### src/rtl/uart_types_pkg.sv
// uart_types_pkg: shared types and constants for the UART receive path.
//   rx_entry_t      - one received character plus its parity/framing/break
//                     status, at the default 8-bit character width.
//   RX_TO_TICKS_DEF - default character timeout in baud_pulse ticks
//                     (4 characters x 10 bits x 16 oversample).
//   entry_has_err() - true when any status bit of an entry is set.
package uart_types_pkg;

   localparam int RX_DATA_W_DEF   = 8;
   localparam int RX_TO_TICKS_DEF = 640;

   typedef struct packed {
      logic [RX_DATA_W_DEF-1:0] data;
      logic                     pe;
      logic                     fe;
      logic                     bi;
   } rx_entry_t;

   function automatic logic entry_has_err(input logic pe, input logic fe, input logic bi);
      return pe | fe | bi;
   endfunction

endpackage

### src/rtl/uart_rx_to_timer.sv
// uart_rx_to_timer: saturating character-timeout counter for the RX buffer.
// Ports:
//   clk, rst    - system clock, synchronous active-high reset
//   clr         - synchronous clear (flush or FIFO-mode change)
//   activity    - push or pop request this cycle; restarts the count
//   empty       - buffer holds no entries; holds the count at zero
//   baud_pulse  - oversample tick, counted while the buffer is non-empty
//   timeout     - high while the count sits at TO_TICKS
module uart_rx_to_timer #(
   parameter int TO_TICKS = 640
) (
   input  logic clk,
   input  logic rst,
   input  logic clr,
   input  logic activity,
   input  logic empty,
   input  logic baud_pulse,
   output logic timeout
);

   localparam int CNT_W = $clog2(TO_TICKS + 1);
   localparam logic [CNT_W-1:0] CNT_MAX = CNT_W'(TO_TICKS);

   logic [CNT_W-1:0] cnt_q, cnt_d;

   always_comb begin
      cnt_d = cnt_q;
      if (clr || activity || empty) begin
         cnt_d = '0;
      end else if (baud_pulse && (cnt_q != CNT_MAX)) begin
         cnt_d = cnt_q + 1'b1;
      end
   end

   always_ff @(posedge clk) begin
      if (rst) begin
         cnt_q <= '0;
      end else begin
         cnt_q <= cnt_d;
      end
   end

   assign timeout = (cnt_q == CNT_MAX);

endmodule

### src/rtl/uart_rx_buf.sv
// uart_rx_buf: receive character buffer between uart_rx_top and regs_uart.
// Stores each character with its PE/FE/BI status, first-word-fall-through.
// With en=0 it behaves as a single holding register (new pushes overwrite).
// Optional feature macro: UART_RXBUF_TIMEOUT_EN enables the character timeout;
// when undefined, timeout is tied low and baud_pulse is unused.
// Ports:
//   clk, rst            - system clock, synchronous active-high reset
//   en                  - FIFO enable; 0 = depth-1 holding-register mode
//   flush               - synchronous clear, wins over push/pop
//   baud_pulse          - oversample tick for the timeout counter
//   push, din, *_i      - write a character and its status
//   pop                 - advance past the head entry
//   threshold           - trigger level, 0 disables thre_trigger
//   dout, *_o           - head character/status, zero when empty
//   empty, full, level  - occupancy
//   thre_trigger        - level >= threshold (threshold != 0)
//   overrun, underrun   - sticky, cleared by ovr_clr
//   err_in_fifo         - some stored entry carries an error bit
//   timeout             - character timeout pending
//
// Handshake: push and pop are single-cycle requests with no back-pressure;
// a push that cannot be stored is dropped (or overwrites the holding entry
// when en=0) and flagged by overrun, a pop on an empty buffer is ignored and
// flagged by underrun.
module uart_rx_buf
   import uart_types_pkg::*;
#(
   parameter int DATA_W   = RX_DATA_W_DEF,
   parameter int DEPTH    = 16,
   parameter int TO_TICKS = RX_TO_TICKS_DEF
) (
   input  logic                       clk,
   input  logic                       rst,
   input  logic                       en,
   input  logic                       flush,
   input  logic                       baud_pulse,
   input  logic                       push,
   input  logic [DATA_W-1:0]          din,
   input  logic                       pe_i,
   input  logic                       fe_i,
   input  logic                       bi_i,
   input  logic                       pop,
   input  logic [$clog2(DEPTH+1)-1:0] threshold,
   output logic [DATA_W-1:0]          dout,
   output logic                       pe_o,
   output logic                       fe_o,
   output logic                       bi_o,
   output logic                       empty,
   output logic                       full,
   output logic [$clog2(DEPTH+1)-1:0] level,
   output logic                       thre_trigger,
   output logic                       overrun,
   output logic                       underrun,
   output logic                       err_in_fifo,
   output logic                       timeout,
   input  logic                       ovr_clr
);

   localparam int PTR_W = $clog2(DEPTH);
   localparam int LVL_W = $clog2(DEPTH + 1);

   typedef struct packed {
      logic [DATA_W-1:0] data;
      logic              pe;
      logic              fe;
      logic              bi;
   } entry_t;

   entry_t           mem_q [DEPTH];
   logic             en_q;
   logic [PTR_W-1:0] wr_ptr_q, wr_ptr_d, rd_ptr_q, rd_ptr_d;
   logic [LVL_W-1:0] level_q, level_d, err_cnt_q, err_cnt_d;
   logic             overrun_q, overrun_d, underrun_q, underrun_d;

   entry_t           head, wr_entry;
   logic [PTR_W-1:0] wr_idx;
   logic             soft_clr, empty_s, full_s, do_pop, grow, overwrite, we;
   logic             new_err, head_err;

   always_comb begin
      // Any change of FIFO mode restarts the buffer from a clean state.
      soft_clr  = flush | (en != en_q);
      empty_s   = (level_q == '0);
      full_s    = en ? (level_q == LVL_W'(DEPTH)) : (level_q == LVL_W'(1));
      head      = mem_q[rd_ptr_q];
      wr_entry  = '{data: din, pe: pe_i, fe: fe_i, bi: bi_i};
      new_err   = entry_has_err(pe_i, fe_i, bi_i);
      head_err  = entry_has_err(head.pe, head.fe, head.bi);
      do_pop    = pop & ~empty_s;
      // A push is stored as a new entry unless full; a same-cycle pop frees
      // the slot, so push+pop while full still stores.
      grow      = push & (~full_s | do_pop);
      // Holding-register mode replaces the single entry in place.
      overwrite = push & full_s & ~en & ~do_pop;
      we        = (grow | overwrite) & ~soft_clr;
      wr_idx    = overwrite ? rd_ptr_q : wr_ptr_q;

      wr_ptr_d   = wr_ptr_q;
      rd_ptr_d   = rd_ptr_q;
      level_d    = level_q;
      err_cnt_d  = err_cnt_q;
      overrun_d  = overrun_q;
      underrun_d = underrun_q;

      if (soft_clr) begin
         wr_ptr_d   = '0;
         rd_ptr_d   = '0;
         level_d    = '0;
         err_cnt_d  = '0;
         overrun_d  = 1'b0;
         underrun_d = 1'b0;
      end else begin
         if (grow)   wr_ptr_d = wr_ptr_q + 1'b1;
         if (do_pop) rd_ptr_d = rd_ptr_q + 1'b1;
         level_d   = level_q + LVL_W'(grow) - LVL_W'(do_pop);
         err_cnt_d = err_cnt_q
                   + LVL_W'((grow | overwrite) & new_err)
                   - LVL_W'((do_pop | overwrite) & head_err);
         // Set events take precedence over the LSR-read clear.
         overrun_d  = (overrun_q & ~ovr_clr) | (push & full_s & ~do_pop);
         underrun_d = (underrun_q & ~ovr_clr) | (pop & empty_s);
      end
   end

   always_ff @(posedge clk) begin
      if (rst) begin
         en_q       <= en;
         wr_ptr_q   <= '0;
         rd_ptr_q   <= '0;
         level_q    <= '0;
         err_cnt_q  <= '0;
         overrun_q  <= 1'b0;
         underrun_q <= 1'b0;
      end else begin
         en_q       <= en;
         wr_ptr_q   <= wr_ptr_d;
         rd_ptr_q   <= rd_ptr_d;
         level_q    <= level_d;
         err_cnt_q  <= err_cnt_d;
         overrun_q  <= overrun_d;
         underrun_q <= underrun_d;
      end
   end

   // Storage needs no reset: level_q gates every visible read.
   always_ff @(posedge clk) begin
      if (we) mem_q[wr_idx] <= wr_entry;
   end

   assign dout         = empty_s ? '0 : head.data;
   assign pe_o         = ~empty_s & head.pe;
   assign fe_o         = ~empty_s & head.fe;
   assign bi_o         = ~empty_s & head.bi;
   assign empty        = empty_s;
   assign full         = full_s;
   assign level        = level_q;
   assign thre_trigger = (threshold != '0) && (level_q >= threshold);
   assign overrun      = overrun_q;
   assign underrun     = underrun_q;
   assign err_in_fifo  = (err_cnt_q != '0);

`ifdef UART_RXBUF_TIMEOUT_EN
   uart_rx_to_timer #(
      .TO_TICKS (TO_TICKS)
   ) u_to_timer (
      .clk        (clk),
      .rst        (rst),
      .clr        (soft_clr),
      .activity   (push | pop),
      .empty      (empty_s),
      .baud_pulse (baud_pulse),
      .timeout    (timeout)
   );
`else
   logic unused_baud_pulse;
   assign unused_baud_pulse = baud_pulse;
   assign timeout = 1'b0;
`endif

endmodule
### config.mk
export PLATFORM = sky130hd
export DESIGN_NAME = uart_rx_buf
export DESIGN_NICKNAME = d
export VERILOG_FILES = /design/src/rtl/uart_types_pkg.sv /design/src/rtl/uart_rx_to_timer.sv /design/src/rtl/uart_rx_buf.sv
export SDC_FILE = /design/constraint.sdc
export NUM_CORES = 1
export LEC_CHECK = 0
export ABC_AREA = 1
export CAP_MARGIN = 20
export CORE_MARGIN = 2
export CORE_UTILIZATION = 40
export CTS_BUF_LIST = sky130_fd_sc_hd__clkbuf_2
export DETAILED_ROUTE_END_ITERATION = 10
export HOLD_SLACK_MARGIN = 0.15
export PLACE_DENSITY = 0.54
export SETUP_SLACK_MARGIN = 0.15
export SLEW_MARGIN = 20
export SYNTH_ARGS = -nofsm -noshare
export SYNTH_HDL_FRONTEND = slang
export SYNTH_HIERARCHICAL = 1
export SYNTH_SLANG_ARGS = --single-unit
### constraint.sdc
create_clock -name clk -period 4.7 [get_ports clk]
set_input_delay 0.705 -clock clk [delete_from_list [all_inputs] [get_ports clk]]
set_output_delay 0.705 -clock clk [all_outputs]
set_load 0.005 [all_outputs]
==> metrics.yaml <==
hold_path_end: "wr_ptr_q[3]"
fin_ws_ns: 0.5157
regArea_sq_mm: 0.005788
syn_area_per_cell_sq_um: 11.14
nFillCells: 1973
rows: 53
pin_count: 47
multiInputGateArea_sq_mm: 0.002452
hold_buffers: 0
tightest_slew_ns: 0.9677
design.core.area_sq_mm: 0.02115
yosysSeqAreaShare_pct: 66.60
via_count: 5985
antenna_found_initial: 1
ys_seq_elements: 201
area_growth_pct: 14.59
drtPass1Iterations: 4
clkTransAtPathRegs_ns: 0.09
die_y_microns: 151.4
h-tree-depth: 2
gp_congestion: 0.8454
synth-compound-area-share_pct: 11.10
dp_hpwl_mm: 12.22
worstHoldPathType: "register to register"
endpoint_kind: "primary output"
drc: 0
yosys.area_share.xor_xnor_pct: 0.5041
drt_iter0_markers: 383
status: "finished, final reports clean"
hp-start: "wr_ptr_q[3]"
die-area_sq_mm: 0.02291
synth_top_area_cell: "edfxtp_1"
synth_simple_gate_area_share_pct: 13.52
root_buffer: "clkbuf_2"
p_leak_nw: 3.659
synth.area.mux_share_pct: 0
insertion_delay_ns: 0.80
maxCapViolCount: 0
start_kind: "register"
fin_skew_ns: 0.04236
place_ws_ns: 1.130
ys_async_sr_fraction_pct: 0
synthesis.area_sq_mm: 0.008687
grt_usage_pct: 18.39
port_buffers: 44
setup_viol_count_final: 0
peakVddDrop_mv: 0.1357
synth_top_area_share_pct: 60.84
initial_core_util_pct: 41.07
wl_per_cell_microns: 17.34
final.setup.tns_ns: 0
drive_above_1_share_pct: 14.22
yosysMostFrequentCell: "edfxtp_1"
finalHoldViolCount: 0
synth_warnings: 6
slew_viol_final: 0
clock_sinks: 201
power_density_mw_per_mm2: 327.4
r2r_slack_ns: 1.14
r2r_end: "err_cnt_q[4]"
timing.final.crit_period_ns: 4.184
syn_inst: 780
cts_buffer_depth: 3
slew_headroom_pct: 35.48
path_max_fanout: 44
syn_nets: 824
post_cts_buffers: 0
min_period_over_period_pct: 89.03
synth_top_family_by_area: "simple AND/OR/NAND/NOR gates"
hold_depth: 2
grt_max_degree: 92
fin_nets: 911
reg2regPathDepth: 16
synth_cell_types: 39
cts_resized: 0
die_x_microns: 151.4
cts_buffers: 53
synth_edf_count: 176
fmax_mhz: 239.0
ys_top_cells_by_count: "176 x edfxtp_1, 139 x nor2_1, 88 x o21ai_0"
crit_type: "register to primary output"
rsz0062_at_grt: "false"
arrival_ns: 3.48
cp_data_required_time_ns: 3.99
wirelength_mm: 20.51
synth-main-ff-cell: "edfxtp_1"
synthAdderAreaFrac_pct: 3.053
grt_pass1_wl_mm: 31.57
avgViaCountPerCell: 5.059
globalRouteOverflowTotal: 0
cts_tree: "yes"
grt_pass1_vias: 5832
yosys-top-cells-area: "edfxtp_1 61%, nor2_1 6.0%, dfxtp_1 5.8%"
ant_nets: 0
==> layer usage <==
layer	track usage, %	share of wire, %
met1	24.63	46
met2	29.93	48
met3	3.855	4.5
met4	6.075	1.5
met5	0	0
==> state kept, by name (all words and copies together), names as in the netlist, named ones only <==
signal     cells
wr_ptr_q       4
underrun       1
en_q           1
level          5
rd_ptr_q       4
err_cnt_q      5
mem_q        176
overrun        1
==> logic make-up after synthesis <==
logic type	Yosys count
AO/OA/AOI/OAI	165
XOR/XNOR	5
adder cells (fa/ha/maj)	20
buffers and inverters	110
flip-flops	201
other	1
AND/OR/NAND/NOR	278
==> worst max-delay path by stage <==
stage | slack, ns | end | cells after the start
3_5_place_dp | 1.13 | err_cnt_q[4] | 15
5_1_grt | 0.28 | dout[6] | 7
2_1_floorplan | 1.93 | err_cnt_q[4] | 15
4_1_cts | 0.39 | dout[6] | 7
6_report | 0.52 | dout[6] | 7
3_3_place_gp | 1.19 | err_cnt_q[4] | 15
==> report_power, final <==
group          total (mW)  switching (mW)  internal (mW)
Combinational       0.166           0.100         0.0660
Sequential           1.95         0.00511           1.95
Clock                1.14           0.712          0.430
Total                3.26           0.817           2.44
==> metrics by stage <==
| stage | area, sq um | power (mW) | instances | utilization (%) | hold slack, ns |
|---|---|---|---|---|---|
| global placement | 9490 | 2.154 | 1087 | 44.86 | 0.4566 |
| global route | 9955 | 3.412 | 1183 | 47.06 | 0.4551 |
| detailed placement | 9490 | 2.160 | 1087 | 44.86 | 0.4567 |
| finish | 9955 | 3.260 | 1183 | 47.06 | 0.4687 |
| CTS | 9952 | 3.305 | 1182 | 47.05 | 0.4250 |
| floorplan | 8687 | 2.070 | 780 | - | 0.4453 |
==> layout make-up <==
cell class | instances | area share (%)
diodes | 1 | 0.02514
clock buffers | 74 | 3.720
clock inverters | 21 | 0.9175
inverters | 72 | 2.715
multi-input cells | 469 | 24.64
flip-flops and latches | 201 | 58.14
well taps | 275 | 3.457
repair buffers | 70 | 6.385
==> layout by cell type, fill, tap and decap left out, types with 2 or more instances in the layout <==
cell	netlist	routed
nand3_2	5	5
clkbuf_2	1	74
nand2_1	83	83
xor2_1	4	4
ha_1	18	18
a21oi_1	28	28
clkdlybuf4s50_1	0	44
dfxtp_1	25	23
inv_1	68	68
nor2_4	2	2
nand3_1	42	42
fa_1	2	2
o221ai_1	2	2
clkinv_2	0	4
o211ai_1	34	34
a21o_1	2	2
nor2_1	139	139
inv_2	3	3
o21ai_2	6	6
o21ai_0	88	88
edfxtp_1	176	176
clkinvlp_4	0	2
buf_4	3	26
dfxtp_2	0	2
clkinv_1	1	16
==> critical path, cell delays in order (launching register included) <==
cell,delay (ns)
dfxtp_2,0.33
inv_2,0.55
buf_4,0.53
nor2_1,0.07
o211ai_1,0.21
o211ai_1,0.19
a21oi_1,0.26
clkdlybuf4s50_1,0.54
Power figures use the tool's default switching activity.
